`src/rtl/atmr_campaign_pkg.sv`:
```
`default_nettype none
// ============================================================================
//  Module      : atmr_campaign_pkg
//  Description : Shared types and constants for the ATMR fault campaign
//                controller: FSM state encoding, default vector/bus widths,
//                number of vectors in an exhaustive sweep, counter width.
//  Revision    : 1.0  initial release
// ============================================================================
package atmr_campaign_pkg;

    localparam int N_IN_DEF  = 7;
    localparam int N_OUT_DEF = 10;
    localparam int NUM_VEC   = 2 ** N_IN_DEF;
    localparam int CNT_W     = 8;

    typedef enum logic [2:0] {
        S_IDLE    = 3'd0,
        S_APPLY   = 3'd1,
        S_SETTLE  = 3'd2,
        S_CAPTURE = 3'd3,
        S_NEXT    = 3'd4
    } state_t;

endpackage
`default_nettype wire

```
`src/rtl/atmr_err_cnt.sv`:
```
`default_nettype none
// ============================================================================
//  Module      : atmr_err_cnt
//  Description : Saturating mismatch counter. i_clr wins over i_inc; the
//                count sticks at all-ones instead of wrapping.
//  Ports       : clk, rst_n (sync, active-low), i_clr, i_inc, o_cnt[CNT_W]
//  Revision    : 1.0  initial release
// ============================================================================
module atmr_err_cnt
    import atmr_campaign_pkg::*;
(
    input  logic             clk,
    input  logic             rst_n,
    input  logic             i_clr,
    input  logic             i_inc,
    output logic [CNT_W-1:0] o_cnt
);

    logic [CNT_W-1:0] r_cnt;

    always_ff @(posedge clk) begin
        if (!rst_n) begin
            r_cnt <= '0;
        end else if (i_clr) begin
            r_cnt <= '0;
        end else if (i_inc && (r_cnt != {CNT_W{1'b1}})) begin
            r_cnt <= r_cnt + 1'b1;
        end
    end

    assign o_cnt = r_cnt;

endmodule
`default_nettype wire

```
`src/rtl/atmr_campaign_ctrl.sv`:
```
`default_nettype none
// ============================================================================
//  Module      : atmr_campaign_ctrl
//  Description : Exhaustive stimulus sweep for an ATMR circuit. Each vector
//                is driven, allowed to settle, then the three replica buses
//                and the voted bus are compared to the golden outputs.
//  Ports       : clk, rst_n (sync, active-low), start, abort
//                dut_in[N_IN]             registered stimulus
//                ori_z/mai_z/men_z[N_OUT] replica outputs (pre-vote)
//                vote_z[N_OUT], gold_z[N_OUT]
//                busy, done
//                ori/mai/men/vote_err_cnt, mask_cnt [8]
//                first_fail_vec[N_IN], first_fail_vld
//  Revision    : 1.0  initial release
// ============================================================================
module atmr_campaign_ctrl
    import atmr_campaign_pkg::*;
#(
    parameter int SETTLE_CYCLES = 2,
    parameter int N_IN          = N_IN_DEF,
    parameter int N_OUT         = N_OUT_DEF
) (
    input  logic             clk,
    input  logic             rst_n,
    input  logic             start,
    input  logic             abort,
    output logic [N_IN-1:0]  dut_in,
    input  logic [N_OUT-1:0] ori_z,
    input  logic [N_OUT-1:0] mai_z,
    input  logic [N_OUT-1:0] men_z,
    input  logic [N_OUT-1:0] vote_z,
    input  logic [N_OUT-1:0] gold_z,
    output logic             busy,
    output logic             done,
    output logic [CNT_W-1:0] ori_err_cnt,
    output logic [CNT_W-1:0] mai_err_cnt,
    output logic [CNT_W-1:0] men_err_cnt,
    output logic [CNT_W-1:0] vote_err_cnt,
    output logic [CNT_W-1:0] mask_cnt,
    output logic [N_IN-1:0]  first_fail_vec,
    output logic             first_fail_vld
);

    localparam int SW = 4;

    state_t          r_state;
    state_t          w_next;
    logic [N_IN-1:0] r_vec;
    logic [N_IN-1:0] r_dut_in;
    logic [N_IN-1:0] r_ff_vec;
    logic            r_ff_vld;
    logic            r_done;
    logic [SW-1:0]   r_settle;

    // start is only honoured in IDLE and only without a simultaneous abort
    logic w_start_ok;
    logic w_abort;
    logic w_capture;
    logic w_last;
    logic w_ori_mis, w_mai_mis, w_men_mis, w_vote_mis, w_mask;

    assign w_start_ok = (r_state == S_IDLE) && start && !abort;
    assign w_abort    = (r_state != S_IDLE) && abort;
    assign w_capture  = (r_state == S_CAPTURE) && !abort;
    assign w_last     = &r_vec;

    // Replica comparison: one count per vector regardless of how many bits differ
    assign w_ori_mis  = (ori_z  != gold_z);
    assign w_mai_mis  = (mai_z  != gold_z);
    assign w_men_mis  = (men_z  != gold_z);
    assign w_vote_mis = (vote_z != gold_z);
    assign w_mask     = (w_ori_mis || w_mai_mis || w_men_mis) && !w_vote_mis;

    always_ff @(posedge clk) begin
        if (!rst_n) begin
            r_state <= S_IDLE;
        end else begin
            r_state <= w_next;
        end
    end

    always_comb begin
        w_next = r_state;
        case (r_state)
            S_IDLE:    if (w_start_ok) w_next = S_APPLY;
            S_APPLY:   w_next = S_SETTLE;
            S_SETTLE:  if (r_settle == '0) w_next = S_CAPTURE;
            S_CAPTURE: w_next = S_NEXT;
            S_NEXT:    w_next = w_last ? S_IDLE : S_APPLY;
            default:   w_next = S_IDLE;
        endcase
        if (w_abort) begin
            w_next = S_IDLE;
        end
    end

    always_ff @(posedge clk) begin
        if (!rst_n) begin
            r_vec    <= '0;
            r_dut_in <= '0;
            r_ff_vec <= '0;
            r_ff_vld <= 1'b0;
            r_done   <= 1'b0;
            r_settle <= '0;
        end else if (w_start_ok) begin
            r_vec    <= '0;
            r_ff_vec <= '0;
            r_ff_vld <= 1'b0;
            r_done   <= 1'b0;
        end else if (!w_abort) begin
            case (r_state)
                S_APPLY: begin
                    r_dut_in <= r_vec;
                    r_settle <= SW'(SETTLE_CYCLES - 1);
                end
                S_SETTLE: begin
                    if (r_settle != '0) r_settle <= r_settle - 1'b1;
                end
                S_CAPTURE: begin
                    if (w_vote_mis && !r_ff_vld) begin
                        r_ff_vec <= r_vec;
                        r_ff_vld <= 1'b1;
                    end
                end
                S_NEXT: begin
                    // On the last vector dut_in is simply left where it is
                    if (w_last) r_done <= 1'b1;
                    else        r_vec  <= r_vec + 1'b1;
                end
                default: ;
            endcase
        end
    end

    atmr_err_cnt u_ori_cnt (.clk(clk), .rst_n(rst_n), .i_clr(w_start_ok),
                            .i_inc(w_capture && w_ori_mis),  .o_cnt(ori_err_cnt));
    atmr_err_cnt u_mai_cnt (.clk(clk), .rst_n(rst_n), .i_clr(w_start_ok),
                            .i_inc(w_capture && w_mai_mis),  .o_cnt(mai_err_cnt));
    atmr_err_cnt u_men_cnt (.clk(clk), .rst_n(rst_n), .i_clr(w_start_ok),
                            .i_inc(w_capture && w_men_mis),  .o_cnt(men_err_cnt));
    atmr_err_cnt u_vote_cnt(.clk(clk), .rst_n(rst_n), .i_clr(w_start_ok),
                            .i_inc(w_capture && w_vote_mis), .o_cnt(vote_err_cnt));
    atmr_err_cnt u_mask_cnt(.clk(clk), .rst_n(rst_n), .i_clr(w_start_ok),
                            .i_inc(w_capture && w_mask),     .o_cnt(mask_cnt));

    assign dut_in         = r_dut_in;
    assign busy           = (r_state != S_IDLE);
    assign done           = r_done;
    assign first_fail_vec = r_ff_vec;
    assign first_fail_vld = r_ff_vld;

endmodule
`default_nettype wire

```
`config.mk`:
```
export PLATFORM = sky130hd
export DESIGN_NAME = atmr_campaign_ctrl
export DESIGN_NICKNAME = d
export VERILOG_FILES = /design/src/rtl/atmr_campaign_pkg.sv /design/src/rtl/atmr_err_cnt.sv /design/src/rtl/atmr_campaign_ctrl.sv
export SDC_FILE = /design/constraint.sdc
export NUM_CORES = 1
export LEC_CHECK = 0
export CAP_MARGIN = 40
export CORE_MARGIN = 2
export CORE_UTILIZATION = 40
export DETAILED_ROUTE_END_ITERATION = 8
export MAX_ROUTING_LAYER = met4
export PLACE_DENSITY_LB_ADDON = 0.12
export SETUP_SLACK_MARGIN = 0.5
export SLEW_MARGIN = 5
export SYNTH_ARGS = -nofsm -noshare
export SYNTH_HDL_FRONTEND = slang
export SYNTH_SLANG_ARGS = --single-unit
```
`constraint.sdc`:
```
create_clock -name clk -period 4.6 [get_ports clk]
set_input_delay 0.92 -clock clk [delete_from_list [all_inputs] [get_ports clk]]
set_output_delay 0.92 -clock clk [all_outputs]
set_load 0.005 [all_outputs]
```
==> results of run 1 <==
## layout make-up
| cell class | instances | share of cell area (%) |
|---|---|---|
| flip-flops and latches | 70 | 27.4 |
| clock inverters | 7 | 2.06 |
| clock buffers | 9 | 2.42 |
| multi-input cells | 324 | 43.0 |
| well taps | 111 | 2.72 |
| inverters | 6 | 0.441 |
| repair buffers | 113 | 22.0 |
## worst reg2reg max path: stages (launching register included)
cell	delay, ns
dfxtp_1	0.49
and4bb_1	0.33
o31a_1	0.26
nor2b_1	0.66
mux2i_1	0.27
nor2_1	0.05
## worst min-delay path by stage
stage | startpoint | endpoint | slack [ns]
CTS | dut_in[2] | dut_in[2] | 0.46
global route | dut_in[0] | dut_in[0] | 0.48
global placement | dut_in[1] | dut_in[1] | 0.44
finish | dut_in[2] | dut_in[2] | 0.46
detailed placement | dut_in[2] | dut_in[2] | 0.45
floorplan | dut_in[0] | dut_in[0] | 0.45
## synthesized netlist by cell type (all sizes together) (2+ instances only)
cell type  count
clkbuf         4
buf           10
nand4         20
and2           3
a31oi          3
nand3         13
a31o           7
dfxtp         70
nor2          58
nand2         43
and3          12
or2            5
a21oi         21
or3            7
nand3b         2
xnor2         17
nor4           8
a311oi         2
nor2b          2
o21ai         10
inv            6
nor3           4
o31a           2
a41oi          2
xor2          45
ha             8
mux2i         17
nor3b          2
and4           2
a211oi         2
## kinds of logic (layout without fill, tap and decap cells)
logic type               count (synthesis)  count (layout)
AO/OA/AOI/OAI                           53              53
XOR/XNOR                                62              62
adder cells (fa/ha/maj)                  8               8
buffers and inverters                   20             135
flip-flops                              70              70
multiplexers                            17              17
AND/OR/NAND/NOR                        184             184
## power by group
part	leakage (nW)	total [mW]	switching [mW]	internal, mW
registers	0.564	0.610	0.00286	0.608
clock network	0.112	0.573	0.260	0.314
logic	1.18	0.140	0.0670	0.0732
total	1.85	1.32	0.329	0.995
## per-stage QoR
stage,util [%],worst slack (ns)
floorplan,-,2.18
global placement,53.5,1.31
detailed placement,53.6,1.30
CTS,56.1,1.65
global route,56.1,1.34
finish,56.1,1.64
## flip-flops by register name (all words and copies together), names as in the netlist
name	count
r_state	3
first_fail_vld	1
r_settle	4
u_vote_cnt.o_cnt	8
r_vec	7
dut_in	7
u_men_cnt.o_cnt	8
done	1
first_fail_vec	7
u_mai_cnt.o_cnt	8
u_mask_cnt.o_cnt	8
u_ori_cnt.o_cnt	8
## routing by layer
metal  up-vias  global-route usage [%]
met2       104                    32.2
met4         0                    6.22
li1       1671                       -
met5         -                       -
met3        12                    4.46
met1      1485                    22.6
==> flow_summary_export.csv, run 1 <==
group,metric,value,unit
run_status,outcome,"finished clean",
critical_path,cp_slowest_stage_delay,0.58,ns
route,wl_met1,3870,um
grt,grt_max_degree,27,
logic_synthesis,synth_top_area_share,38.0,%
clock_network,hold_buffers,0,
route,wire_per_inst,14.1,um
grt,gr-total-overflow,0,
cells_and_area,diodes,0,
critical_path,crit_fanout,11,
cells_and_area,multiInputGateArea,0.00220,mm^2
placement,place_congestion,0.780,
critical_path,startpoint,"abort",
critical_path,r2r_slack,2.44,ns
critical_path,crit-reg2reg-launch,"r_state[1]",
die,initial_core_util,40.5,%
clock_network,cts_htree_levels,3,
timing,slew_headroom,44.5,%
clock_network,clkTransAtPathRegs,0.08,ns
critical_path,timing.rr.end,"first_fail_vec[6]",
route,drtIter0Drc,63,
cells_and_area,design_area,0.00511,mm^2
logic_synthesis,syn_inst,414,
timing,layout_min_cycle_time,2.96,ns
timing,hold_violations,0,
critical_path,end_kind,"register",
logic_synthesis,synth_top_family_by_area,"simple AND/OR/NAND/NOR gates",
cells_and_area,most-common-layout-cells,"110 x clkdlybuf4s50_1, 70 x dfxtp_1, 57 x nor2_1",
timing,finClkSkew,0.0137,ns
timing,final_max_slew_viol_count,0,
logic_synthesis,synth_edf_count,0,
grt,grt_antenna_before_repair,0,
cells_and_area,layout-drive-gt1-share,8.32,%
route,vias,3272,
logic_synthesis,synth_compound_area_share,10.9,%
die,fp.coreArea,0.00911,mm^2
logic_synthesis,synth_area_leaders,"dfxtp_1 38%, xor2_1 11%, nor2_1 5.8%, mux2i_1 4.6%, nand2_1 4.4%",
route,routed.top_layer,"met4",
placement,post_dp_cell_area,0.00488,mm^2
logic_synthesis,yosysTopAreaCell,"dfxtp_1",
route,routed_via_density,5.11,
clock_network,cts_setup_buffers,0,
logic_synthesis,synth_cell_types,49,
route,drc_errors,0,
die,die_area,0.0100,mm^2
logic_synthesis,syn_nets,476,
timing,finalSetupViolations,0,
timing,tightest_slew,0.825,ns
cells_and_area,area_growth,38.5,%
route,met2_wirelength,4440,um
logic_synthesis,muxShareOfSynthArea,4.61,%
flow_run,drv_cap,0,
logic_synthesis,synthXorXnorAreaFrac,14.7,%
grt,grt_pass1_vias,3199,
logic_synthesis,synth-seq-area-share,38.0,%
cells_and_area,nets,586,
clock_network,cts.sinks,70,
die,die-height,100,um
timing,fmax,0.338,GHz
logic_synthesis,yosysWarnings,0,
placement,portBuffers,110,
clock_network,cts_root_buffer,"clkbuf_8",
critical_path,required,4.86,ns
cells_and_area,fillCellCount,850,
critical_path,worst-path-stages,7,
timing,timing.hold.ws,0.456,ns
grt,grt_pass1_wl,14900,um
critical_path,reg2reg_depth,5,
logic_synthesis,synth_area,0.00369,mm^2
clock_network,numCtsBuffers,9,
timing,final.setup.tns,0,ns
critical_path,crit_type,"in -> reg",
die,die_x,100,um
logic_synthesis,ys_ff_latch,70,
logic_synthesis,syn_area_per_cell,8.92,um^2
logic_synthesis,synth_fa_ha_area_share,2.71,%
clock_network,tritoncts,"built",
cells_and_area,seqCellArea,0.00140,mm^2
pwr,power.total,1.32,mW
critical_path,cp_data_arrival_time,3.22,ns
timing,rsz0062_at_grt,"false",
placement,dp.cells,624,
route,ant_nets,0,
clock_network,cts_buffer_depth,2,
min_path,hold_path_class,"reg -> reg",
cells_and_area,mostFrequentLayoutCell,"clkdlybuf4s50_1",
route,met3WireLength,568,um
die,rows,35,
pwr,ir_drop,0.000167,V
critical_path,crit_chain,"clkdlybuf4s50_1 > nor2_2 > nand3_1 > nor4_2 > o31a_1 > a41oi_1 > a211oi_1",
critical_path,cp-endpoint,"u_mask_cnt.o_cnt[4]",
min_path,worstHoldPathCells,2,
critical_path,cp_slowest_cell,"clkdlybuf4s50_1",
logic_synthesis,synth-async-reset-ratio,0,%
logic_synthesis,synthSimpleGateAreaFrac,26.4,%
cells_and_area,stdcell_count,640,
clock_network,post_cts_resize_count,0,
critical_path,crit_path_start_kind,"input port",
timing,min_period_over_period,64.3,%
logic_synthesis,ys.flop_type,"dfxtp_1",
route,totalWireLength,9010,um
die,ios,111,
clock_network,insertion_delay,0.35,ns
route,drt-pass1-iter-count,4,
critical_path,path_delay_family,"simple AND/OR/NAND/NOR gates",
pwr,power_leakage,1.85,nW
placement,hpwl,6960,um
grt,grtUsageTotal,19.1,%
critical_path,path_buf_inv,1,
pwr,cellPowerDensity,259,mW/mm^2
(Power assumes the default switching activity.)
==> run 2: changes to the inputs <==
- clock period: 4.6 -> 3.1 ns (I/O delays scaled with it)
==> flow_summary_export.csv, run 2 (synthesized netlist as in run 1, its figures left out) <==
group,metric,value,unit
pwr,power_leakage,1.88,nW
clock_network,insertion_delay,0.34,ns
pwr,p_comb_share,11.3,%
die,die-height,100,um
placement,portBuffers,110,
pwr,swShare,24.9,%
timing,final_max_slew_viol_count,0,
timing,timing.hold.ws,0.455,ns
cells_and_area,area_growth,39.2,%
critical_path,end_kind,"register",
die,initial_core_util,40.5,%
timing,hold_violations,0,
clock_network,cts_setup_buffers,0,
route,routed_via_density,5.16,
run_status,outcome,"finished clean",
timing,rsz0062_at_grt,"true",
die,die_area,0.0100,mm^2
route,drtIter0Drc,103,
clock_network,tritoncts,"built",
route,vias,3334,
cells_and_area,diodes,0,
clock_network,numCtsBuffers,9,
die,ios,111,
critical_path,crit-reg2reg-launch,"r_settle[0]",
critical_path,required,3.31,ns
route,drt-pass1-iter-count,4,
clock_network,clkTransAtPathRegs,0.08,ns
grt,grt_antenna_before_repair,0,
min_path,hold_path_class,"reg -> reg",
pwr,p_sw,466,uW
timing,finalSetupViolations,0,
pwr,cellPowerDensity,365,mW/mm^2
timing,fmax,0.396,GHz
grt,grt_pass1_vias,3206,
timing,final.setup.tns,0,ns
placement,place_congestion,0.807,
clock_network,cts_htree_levels,3,
cells_and_area,layout-drive-gt1-share,9.72,%
grt,grtUsageTotal,19.2,%
flow_run,drv_cap,0,
clock_network,cts_root_buffer,"clkbuf_8",
clock_network,cts_buffer_depth,2,
critical_path,cp_data_arrival_time,2.73,ns
timing,layout_min_cycle_time,2.52,ns
grt,grt_max_degree,30,
route,totalWireLength,9020,um
timing,tightest_slew,0.537,ns
critical_path,crit_fanout,11,
critical_path,startpoint,"gold_z[5]",
cells_and_area,mostFrequentLayoutCell,"clkdlybuf4s50_1",
clock_network,cts.sinks,70,
die,die_x,100,um
cells_and_area,fillCellCount,868,
cells_and_area,most-common-layout-cells,"110 x clkdlybuf4s50_1, 70 x dfxtp_1, 57 x nor2_1",
critical_path,crit_type,"in -> reg",
placement,post_dp_cell_area,0.00493,mm^2
pwr,internal-power,1.41,mW
route,ant_nets,0,
cells_and_area,nets,592,
die,rows,35,
pwr,ir_drop,0.000192,V
grt,gr-total-overflow,0,
pwr,clkPwrFrac,40.4,%
pwr,seqPwrFrac,48.3,%
critical_path,crit_path_start_kind,"input port",
pwr,power.total,1.88,mW
cells_and_area,design_area,0.00514,mm^2
route,wire_per_inst,14.0,um
die,fp.coreArea,0.00911,mm^2
min_path,min_from,"dut_in[5]",
timing,min_period_over_period,81.4,%
placement,hpwl,7180,um
grt,grt_pass1_wl,15100,um
route,drc_errors,0,
timing,finClkSkew,0.0139,ns
timing,slew_headroom,64.2,%
==> run 2: changes by cell type in the layout (fill, tap and decap cells not counted), sizes merged <==
cell / previous run / this run
buf: 3 / 9
inv: 9 / 7
clkbuf: 9 / 10
clkinv: 1 / 3
bufinv: 2 / 1
==> run 2: worst paths after layout <==
check	endpoint	slack (ns)	depth (start not counted)
worst min register to register	dut_in[5]	0.46	2
worst max-delay path	u_mask_cnt.o_cnt[4]	0.58	7
worst max register to register	r_settle[3]	0.97	8
worst min-delay path	dut_in[5]	0.46	2
==> run 2: repair_timing <==
| item | CTS | global route |
|---|---|---|
| hold buffers | 0 | 0 |
| endpoints found under the setup margin | 0 | 10 |
| resized for setup | 0 | 2 |
==> run 2: area by class of cell <==
cell class,count,area [um^2],area share [%]
sequential,70,1400,27.3
timing repair buffer,119,1170,22.7
clock inverter,6,68.8,1.34
clock buffer,10,138,2.68
inverter,6,22.5,0.438
multi-input combinational,324,2200,42.8
tap,111,139,2.70
==> run 2: stage by stage <==
stage                     utilization, %  setup WS (ns)  instances
after global placement              54.1          0.222        630
after floorplan                        -          0.979        414
after global routing                56.4          0.431        646
after CTS                           56.4          0.550        646
final                               56.4          0.578        646
after detailed placement            54.1          0.192        630
==> run 2: power groups by stage <==
stage | registers (mW) | clock network, mW | logic [mW]
after global placement | 0.927 | 0 | 0.212
final | 0.906 | 0.758 | 0.213
after floorplan | 0.924 | 0 | 0.106
after CTS | 0.906 | 0.776 | 0.215
after global routing | 0.907 | 0.825 | 0.233
after detailed placement | 0.927 | 0 | 0.215
==> run 2: critical path: stages <==
cell,delay (ns)
clkdlybuf4s50_1,0.52
xor2_1,0.23
nor4_2,0.41
nand3_1,0.18
o31a_2,0.45
a41oi_1,0.25
a211oi_1,0.07
==> run 2: per-layer routing <==
metal	wire length, um	vias up	global-route usage [%]
met4	101	0	4.85
li1	-	1681	-
met5	0	-	-
met3	488	12	4.87
met1	3920	1542	22.7
met2	4500	99	32.8
